File: src/rtl/timer_arbiter.sv
// Shared down-counter timer arbitrated round-robin between two requesters.
// A requester holds its req high to run a delay of len+1 count cycles; dropping req aborts.
module timer_arbiter #(
    parameter int CNT_WIDTH = 8
) (
    input  logic                 clk,
    input  logic                 rst_n,
    input  logic                 req0,
    input  logic [CNT_WIDTH-1:0] len0,
    input  logic                 req1,
    input  logic [CNT_WIDTH-1:0] len1,
    output logic                 grant0,
    output logic                 grant1,
    output logic                 done0,
    output logic                 done1,
    output logic                 busy,
    output logic [CNT_WIDTH-1:0] cnt
);

    localparam logic [1:0] IDLE  = 2'd0;
    localparam logic [1:0] COUNT = 2'd1;
    localparam logic [1:0] DONE  = 2'd2;

    logic [1:0]           state_q, state_d;
    logic                 owner_q, owner_d;
    logic                 last_q, last_d;
    logic [CNT_WIDTH-1:0] cnt_q, cnt_d;
    logic                 grant0_q, grant0_d;
    logic                 grant1_q, grant1_d;
    logic                 done0_q, done0_d;
    logic                 done1_q, done1_d;
    logic                 winner;
    logic                 owner_req;

    always_comb begin
        state_d   = state_q;
        owner_d   = owner_q;
        last_d    = last_q;
        cnt_d     = cnt_q;
        winner    = 1'b0;
        owner_req = owner_q ? req1 : req0;

        case (state_q)
            IDLE: begin
                if (req0 || req1) begin
                    // On contention the requester not served last wins.
                    winner  = (req0 && req1) ? ~last_q : req1;
                    owner_d = winner;
                    last_d  = winner;
                    cnt_d   = winner ? len1 : len0;
                    state_d = COUNT;
                end
            end
            COUNT: begin
                if (!owner_req) begin
                    state_d = IDLE;
                    cnt_d   = '0;
                end else if (cnt_q != '0) begin
                    cnt_d = cnt_q - CNT_WIDTH'(1);
                end else begin
                    state_d = DONE;
                end
            end
            DONE: begin
                state_d = IDLE;
            end
            default: begin
                state_d = IDLE;
                cnt_d   = '0;
            end
        endcase

        // Grant/done flops are loaded from the next state so they line up with state_q.
        grant0_d = (state_d != IDLE) && !owner_d;
        grant1_d = (state_d != IDLE) &&  owner_d;
        done0_d  = (state_d == DONE) && !owner_d;
        done1_d  = (state_d == DONE) &&  owner_d;
    end

    always_ff @(posedge clk or negedge rst_n) begin
        if (!rst_n) begin
            state_q  <= IDLE;
            owner_q  <= 1'b0;
            last_q   <= 1'b1;
            cnt_q    <= '0;
            grant0_q <= 1'b0;
            grant1_q <= 1'b0;
            done0_q  <= 1'b0;
            done1_q  <= 1'b0;
        end else begin
            state_q  <= state_d;
            owner_q  <= owner_d;
            last_q   <= last_d;
            cnt_q    <= cnt_d;
            grant0_q <= grant0_d;
            grant1_q <= grant1_d;
            done0_q  <= done0_d;
            done1_q  <= done1_d;
        end
    end

    assign grant0 = grant0_q;
    assign grant1 = grant1_q;
    assign done0  = done0_q;
    assign done1  = done1_q;
    assign busy   = (state_q != IDLE);
    assign cnt    = cnt_q;

endmodule

File: config.mk
export PLATFORM = sky130hd
export DESIGN_NAME = timer_arbiter
export DESIGN_NICKNAME = d
export VERILOG_FILES = /design/src/rtl/timer_arbiter.sv
export SDC_FILE = /design/constraint.sdc
export NUM_CORES = 1
export LEC_CHECK = 0
export CAP_MARGIN = 10
export CORE_AREA = 5 5 55 57
export CTS_CLUSTER_DIAMETER = 80
export DETAILED_ROUTE_END_ITERATION = 10
export DIE_AREA = 0 0 60 62
export PLACE_DENSITY = 0.71
export SYNTH_ARGS = -nofsm -noshare
export SYNTH_HDL_FRONTEND = slang
export SYNTH_SLANG_ARGS = --single-unit
File: constraint.sdc
create_clock -name clk -period 2.2 [get_ports clk]
set_input_delay 0.66 -clock clk [delete_from_list [all_inputs] [get_ports clk]]
set_output_delay 0.66 -clock clk [all_outputs]
set_load 0.01 [all_outputs]
=== After elaboration in Yosys (flattened, before gate mapping) ===
Cells that the tools add are included.

* Word-level logic and storage cells: 42
* Bits of input ports: 20
* Register bits: 16

* Muxes and demuxes: 13
* Eq/ne operators: 5
* Add/sub/neg operators: 1
* Reduce and logical (&&, ||, !) cells: 13
* Bitwise logic cells: 2

{| class="wikitable"
|+ Operators with widths
! cell !! number
|-
| $mux 8 || 4
|-
| $pmux 8 s3 || 1
|-
| $reduce_bool 8->1 || 1
|-
| $sub 8x1->8 const B || 1
|-
| $mux 2 || 3
|-
| $logic_and 1x1->1 || 5
|-
| $eq 2x2->1 const B || 2
|-
| $mux 1 || 4
|-
| $pmux 2 s2 || 1
|-
| $reduce_bool 2->1 || 2
|-
| $ne 3x3->1 const B || 1
|-
| $reduce_and 3->1 || 1
|-
| $eq 2x1->1 const B || 1
|-
| $logic_not 2->1 || 1
|-
| $ne 2x2->1 const B || 1
|-
| $not 1->1 || 2
|-
| $reduce_and 2->1 || 1
|-
| $logic_not 1->1 || 1
|-
| $logic_or 1x1->1 || 1
|}

=== Depth between registers and ports, before layout ===
* Word-level depth: 6
* Mapped depth: 6

=== Worst setup path before layout ===
OpenSTA, ideal clock, no wires.

* Path kind: input to register
* Start point: input port req1
* End point: register cnt_q[3] (netlist: cnt[3])
* Cell stages on the path: 5
* Buffers on the path: 1
* Data required time: 2.075 ns
* Arrival time: 1.567 ns
* Slack: 0.509 ns
* Path through: mux2_2 > nand2_1 > buf_2 > o22ai_1 > mux2_2

* Longest elaborated chain between the ends: 5

{| class="wikitable"
|+ Ends and longest elaborated chain
! item !! line !! source
|-
| start, declared || 10 || <nowiki>input logic req1,</nowiki>
|-
| $logic_and 1x1->1 || 47 || <nowiki>winner = (req0 && req1) ? ~last_q : req1;</nowiki>
|-
| $mux 1 || 47 ||
|-
| $mux 8 || 50 || <nowiki>cnt_d = winner ? len1 : len0;</nowiki>
|-
| $mux 8 || 45 || <nowiki>if (req0 || req1) begin</nowiki>
|-
| $pmux 8 s3 || 43 || <nowiki>case (state_q)</nowiki>
|-
| end signal, assigned || 94 || <nowiki>cnt_q <= cnt_d;</nowiki>
|-
| end, declared || 27 || <nowiki>logic [CNT_WIDTH-1:0] cnt_q, cnt_d;</nowiki>
|}

Parallel ways exist; a longest one is shown, timed or not. The select of a mux whose other input is x is not followed.
A chain may end at the register's enable or synchronous reset.

=== Final worst setup path ===
* Start point: register state_q[1]
* End point: output port busy

* Longest elaborated chain between the ends: 1

{| class="wikitable"
|+ Ends and longest elaborated chain
! item !! line !! source
|-
| start, declared || 24 || <nowiki>logic [1:0] state_q, state_d;</nowiki>
|-
| start signal, assigned || 91 || <nowiki>state_q <= state_d;</nowiki>
|-
| $reduce_bool 2->1 || 106 || <nowiki>assign busy = (state_q != IDLE);</nowiki>
|-
| end, declared || 16 || <nowiki>output logic busy,</nowiki>
|}

Every way passes these cells.

==> flow_metrics.env <==
export IMPL_status="finished clean"
export IMPL_synth_seq_cells=16
export IMPL_finalCritPeriodShare=0.972
export IMPL_fmax_mhz=467
export IMPL_dieArea_um2=3720
export IMPL_grt_ovfl_total=0
export IMPL_final_setup_tns_ns=0
export IMPL_finalNonFillerCells=164
export IMPL_grt_pass1_vias=922
export IMPL_critPathLaunchType="register"
export IMPL_arrival_ns=1.48
export IMPL_worst_pin_slew_ns=0.375
export IMPL_vias=897
export IMPL_synth_nets=110
export IMPL_ioPinCount=33
export IMPL_drc=0
export IMPL_die_x_um=60
export IMPL_yosys_warnings=0
export IMPL_highest_layer="met4"
export IMPL_start_util=0.382
export IMPL_async_flop_share=1.00
export IMPL_synthTopCellsByArea="dfrtp_1 40%, mux2i_1 8.6%, o2bb2ai_1 4.7%"
export IMPL_gp_congestion=0.797
export IMPL_ys_seq_area_frac=0.433
export IMPL_antenna_found_initial=0
export IMPL_fin_area_um2=1410
export IMPL_synthFlopType="dfrtp_1"
export IMPL_avgSynthCellArea_um2=10.5
export IMPL_cts_setup_buffers=0
export IMPL_skew_ns=0.00177
export IMPL_fill_cells=230
export IMPL_die_h_um=62
export IMPL_hold_viol_final=0
export IMPL_clk_latency_ns=0.29
export IMPL_totalWireLength_um=2610
export IMPL_critical_path_class="reg2out"
export IMPL_slew_limit_headroom=0.749
export IMPL_routed_wl_met3_um=181
export IMPL_powerDensity_nw_per_um2=1250
export IMPL_max_cap_violations=0
export IMPL_critPathMaxFanout=4
export IMPL_grt_total_usage=0.154
export IMPL_setup_slack_ns=0.0606
export IMPL_wl_per_cell_um=15.9
export IMPL_drt_iter0_markers=20
export IMPL_slew_viol_final=0
export IMPL_ant_nets=0
export IMPL_met1_length_um=1030
export IMPL_yosysTopAreaCellShare=0.404
export IMPL_dp_hpwl_um=2080
export IMPL_hold_path_class="reg2reg"
export IMPL_leakagePower_uw=0.000607
export IMPL_synth_edf_count=0
export IMPL_nets=157
export IMPL_yosys_area_top_type="dfrtp_1"
export IMPL_core_area_um2=2430
export IMPL_antennaDiodeCount=0
export IMPL_rows=18
export IMPL_p_total_uw=1760
export IMPL_portBuffers=32
export IMPL_clk_pin_slew_ns=0.10
export IMPL_worst_setup_path_end_kind="output port"
export IMPL_cts_sinks=16
export IMPL_htree_levels=1
export IMPL_worstPathRequired_ns=1.54
export IMPL_root_buffer="clkbuf_4"
export IMPL_grt_pass1_wl_um=4220
export IMPL_synth_distinct_cells=39
export IMPL_clk_path_buf_depth=2
export IMPL_grt_max_degree=17
export IMPL_area_growth_pct=51.3
export IMPL_peakVddDrop_uv=697
export IMPL_dpl_cell_count=160
export IMPL_firstDrtPassIters=4
export IMPL_viasPerCell=5.47
export IMPL_cts_made_buffers=3
export IMPL_post_place_ws_ns=-0.151
export IMPL_finalSetupViolations=0
export IMPL_synthesis_instances=88
export IMPL_drive_gt1_frac=0.201
export IMPL_tritoncts="built"
export IMPL_final_min_clock_period_ns=2.14
export IMPL_syn_area_um2=928
export IMPL_postPlaceCellArea_um2=1370
export IMPL_met2_wirelength_um=1360
==> cells in the final DEF (no fill, tap or decap), types with 3 or more instances in the layout <==
cell type        synthesis  routed
mux2i_1                  8       8
dfrtp_1                 15      15
o21ai_0                  4       4
clkbuf_4                 0       3
o22ai_1                  3       3
clkdlybuf4s50_1          0      32
o2bb2ai_1                5       5
o32a_1                   3       3
buf_4                    0      12
mux2_2                   3       3
a21oi_1                  3       3
nor2_1                   5       4
inv_1                    4       4
==> layer usage <==
layer	global-route usage	up-vias
met1	0.185	439
li1	-	424
met3	0.0331	4
met4	0.0696	0
met5	0	-
met2	0.265	30
==> Yosys cell counts (2+ instances only) <==
cell / instances
a21oi_1: 3
nor3_1: 2
nor2_1: 5
mux2i_1: 8
mux2_2: 3
ha_1: 2
nor4_1: 2
o21ai_0: 4
o32a_1: 3
inv_1: 4
nor3b_1: 2
dfrtp_1: 15
o2bb2ai_1: 5
buf_2: 2
o22ai_1: 3
xnor2_1: 2
==> kinds of logic (layout without fill, tap and decap cells) <==
| group | count (synthesis) | after routing | synth area share |
|---|---|---|---|
| buffers and inverters | 8 | 54 | 0.0350 |
| XOR/XNOR | 2 | 2 | 0.0189 |
| flip-flops | 16 | 16 | 0.433 |
| AND/OR/NAND/NOR | 22 | 22 | 0.152 |
| AO/OA/AOI/OAI | 26 | 26 | 0.199 |
| adder cells (fa/ha/maj) | 2 | 2 | 0.0269 |
| multiplexers | 12 | 12 | 0.135 |
==> state kept, by name, summed over array words and instances (netlist names) <==
signal / count
grant1: 1
grant0: 1
owner_q: 1
done0: 1
state_q: 2
cnt: 8
done1: 1
last_q: 1
==> worst max-delay path, cell delays in order, from the launching register on <==
cell	delay, ns
dfrtp_1	0.43
nor2_2	0.15
clkinv_1	0.11
clkdlybuf4s50_1	0.49
==> final cells by class <==
type / count / area (um2) / area share
multi-input cells: 64 / 497 / 0.354
inverters: 6 / 22.5 / 0.0160
flip-flops and latches: 16 / 402 / 0.286
well taps: 30 / 37.5 / 0.0267
clock buffers: 4 / 36.3 / 0.0258
repair buffers: 44 / 410 / 0.292
==> worst paths after layout <==
check	endpoint	slack, ns	cells past startpoint	startpoint
worst max-delay path	busy	0.06	3	state_q[1]
worst min-delay path	last_q	0.55	2	last_q
worst max register to register	cnt[3]	0.29	6	cnt[0]
worst min register to register	last_q	0.55	2	last_q
max in group asynchronous	last_q	1.27	2	rst_n
min in group asynchronous	cnt[1]	0.68	2	rst_n
==> power by group <==
part	switching [uW]	internal (uW)	leakage [uW]
Combinational	456	545	0.000384
Sequential	146	415	0.000203
Clock	99.1	101	0.0000210
Total	701	1060	0.000607
==> per-stage QoR <==
step | hold slack, ns | util
after floorplan | 0.364 | -
after global placement | 0.520 | 0.562
after detailed placement | 0.536 | 0.562
after CTS | 0.552 | 0.577
after global routing | 0.568 | 0.578
final | 0.548 | 0.578
==> repair_timing <==
action                                  4_1_cts  5_1_grt
endpoints found under the setup margin        0        1
hold buffers                                  0        0
resized for setup                             0        1
No activity file was read; power rests on OpenSTA's default activity.
==> variant, RTL diff (same flow settings) <==
Make the reset (`rst_n`) synchronous in one clocked block.
--- a/src/rtl/timer_arbiter.sv
+++ b/src/rtl/timer_arbiter.sv
@@ -77,7 +77,7 @@
         done1_d  = (state_d == DONE) &&  owner_d;
     end
 
-    always_ff @(posedge clk or negedge rst_n) begin
+    always_ff @(posedge clk) begin
         if (!rst_n) begin
             state_q  <= IDLE;
             owner_q  <= 1'b0;
Formal check against the unedited RTL: differs if rst_n is asserted again (counterexample within 4 cycles, from zero or initial values and one cycle with rst_n low); with rst_n held inactive, the same outputs for 10 cycles.
==> variant against the original RTL <==
- wire length down 8.8%
- critical path depth unchanged
- die area unchanged
- count of clock-buffer cells in the layout down 1
- area after synthesis down 1.8%
- sequential share of layout area down 4.9 points
- final area down 3.7%
- hold slack worse by 18 ps
- sequential cell count unchanged
- utilization down 2.2 points
- setup slack better by 67 ps
- largest cell class unchanged
- highest routed layer unchanged
Power is not compared: it rests on default switching activity, and its combinational part moved more than twofold at a synthesized area within 25%.
==> variant: results (changes against the original RTL) <==
| Metric | Value |
|---|---|
| Mux contribution to synthesized area | `10.0% (was 13.5%)` |
| Final net count | `165 (was 157)` |
| Worst Clk Skew | `1.92 ps (was 1.77 ps)` |
| Syn nets | `121 (was 110)` |
| Worst-path clk slew | `90 ps` |
| Run status | `finished, final reports clean (unchanged)` |
| Via count | `936 (was 897)` |
| Synth warnings | `0 (unchanged)` |
| Largest net degree at the start of global routing | `10 (was 17)` |
| Gp weighted congestion | `0.777 (was 0.797)` |
| Worst slew margin | `70.3% (was 74.9%)` |
| # diodes | `0 (unchanged)` |
| Commonest cells in the netlist | `dfxtp_1, mux2i_1, nor2_1, a32o_1, o22ai_1 (was dfrtp_1, mux2i_1, nor2_1, o2bb2ai_1)` |
| Met3 usage | `3.51% (was 3.31%)` |
| Met1 Usage GRT | `16.0% (was 18.5%)` |
| Register area share after synthesis | `35.1% (was 43.3%)` |
| Ys async rst share | `0% (was 100%)` |
| Post-CTS Resized | `0 (unchanged)` |
| Synth Area in Adders | `2.74% (was 2.70%)` |
| Total setup buffers inserted after CTS | `0 (unchanged)` |
| XOR/XNOR share of the synthesized area | `0% (was 1.89%)` |
| Met2 usage | `25.2% (was 26.5%)` |
| Layout cells sized above 1 | `14.9% (was 20.1%)` |
| Synth unique cells | `37 (was 39)` |
| DR iter-0 viols | `16 (was 20)` |
| Worst hold path class | `reg2reg (unchanged)` |
| Fill count | `231 (was 230)` |
| Total track usage | `14.0% (was 15.4%)` |
| Worst-path fanout max | `5 (was 4)` |
| Synth area leaders | `dfxtp_1, mux2i_1, a32o_1, o22ai_1, nor2_1 (was dfrtp_1, mux2i_1, o2bb2ai_1, mux2_2, o32a_1)` |
| Reg area | `320 um^2 (was 402 um^2)` |
| Vias in the first global route | `966 (was 922)` |
| Post-synthesis compound-gate area fraction | `24.0% (was 19.9%)` |
| Aggregate routed wire length | `2380 um (was 2610 um)` |
| Clock buffer depth | `2 (unchanged)` |
| Post-DP HPWL | `1910 um (was 2080 um)` |
| First-pass GRT wire length | `4000 um (was 4220 um)` |
## variant: cell types whose count changed in the layout (fill, tap and decap cells not counted), sizes merged, moves of 3 or more
cell,before,now
nor2,5,8
mux2,4,1
nand3,0,7
or3,0,4
o22ai,3,6
buf,12,9
dfxtp,0,16
a32o,0,6
o2bb2ai,5,0
dfrtp,15,0
o32a,3,0
## variant: cells by family (layout without fill, tap and decap cells)
logic type | count (synthesis) | count (layout)
AND/OR/NAND/NOR | 35 | 35
AO/OA/AOI/OAI | 29 | 29
flip-flops | 16 | 16
multiplexers | 9 | 9
buffers and inverters | 8 | 50
adder cells (fa/ha/maj) | 2 | 2
## variant: per-stage QoR
stage	utilization [%]	setup slack, ps	cell area (um^2)	instances
floorplan	-	541	912	99
global placement	54.6	-7.98	1330	168
detailed placement	54.6	-59.9	1330	168
CTS	55.5	26.4	1350	171
global route	55.6	56.7	1350	171
finish	55.6	127	1350	171
## variant: layout make-up
cell class	count	area share, %
Timing Repair Buffer	41	28.7
Clock buffer	3	1.67
Sequential cell	16	23.7
Multi-Input combinational cell	75	41.5
Tap cell	30	2.78
Inverter	6	1.67
## variant: report_power, final
part | switching, uW | internal (uW)
clock network | 91.1 | 63.5
registers | 37.7 | 321
logic | 182 | 198
## variant: final timing paths
path / startpoint / slack (ps) / end / cells after the start
max reg2reg: cnt[3] / 450 / cnt[4] / 4
max: state_q[0] / 130 / busy / 3
min: owner_q / 530 / done0 / 1
min reg2reg: owner_q / 530 / done0 / 1
## variant: worst max-delay path, cell delays in order (launching register included)
cell and delay (ps):
dfxtp_1 430, nor2_2 90, inv_2 70, clkdlybuf4s50_1 530
## variant: layer usage
metal	wire length, um	share of wire (%)	vias to the layer above
li1	-	-	470
met5	0	0	-
met4	22	0.92	0
met1	996	42	431
met3	142	6.0	3
met2	1220	51	32
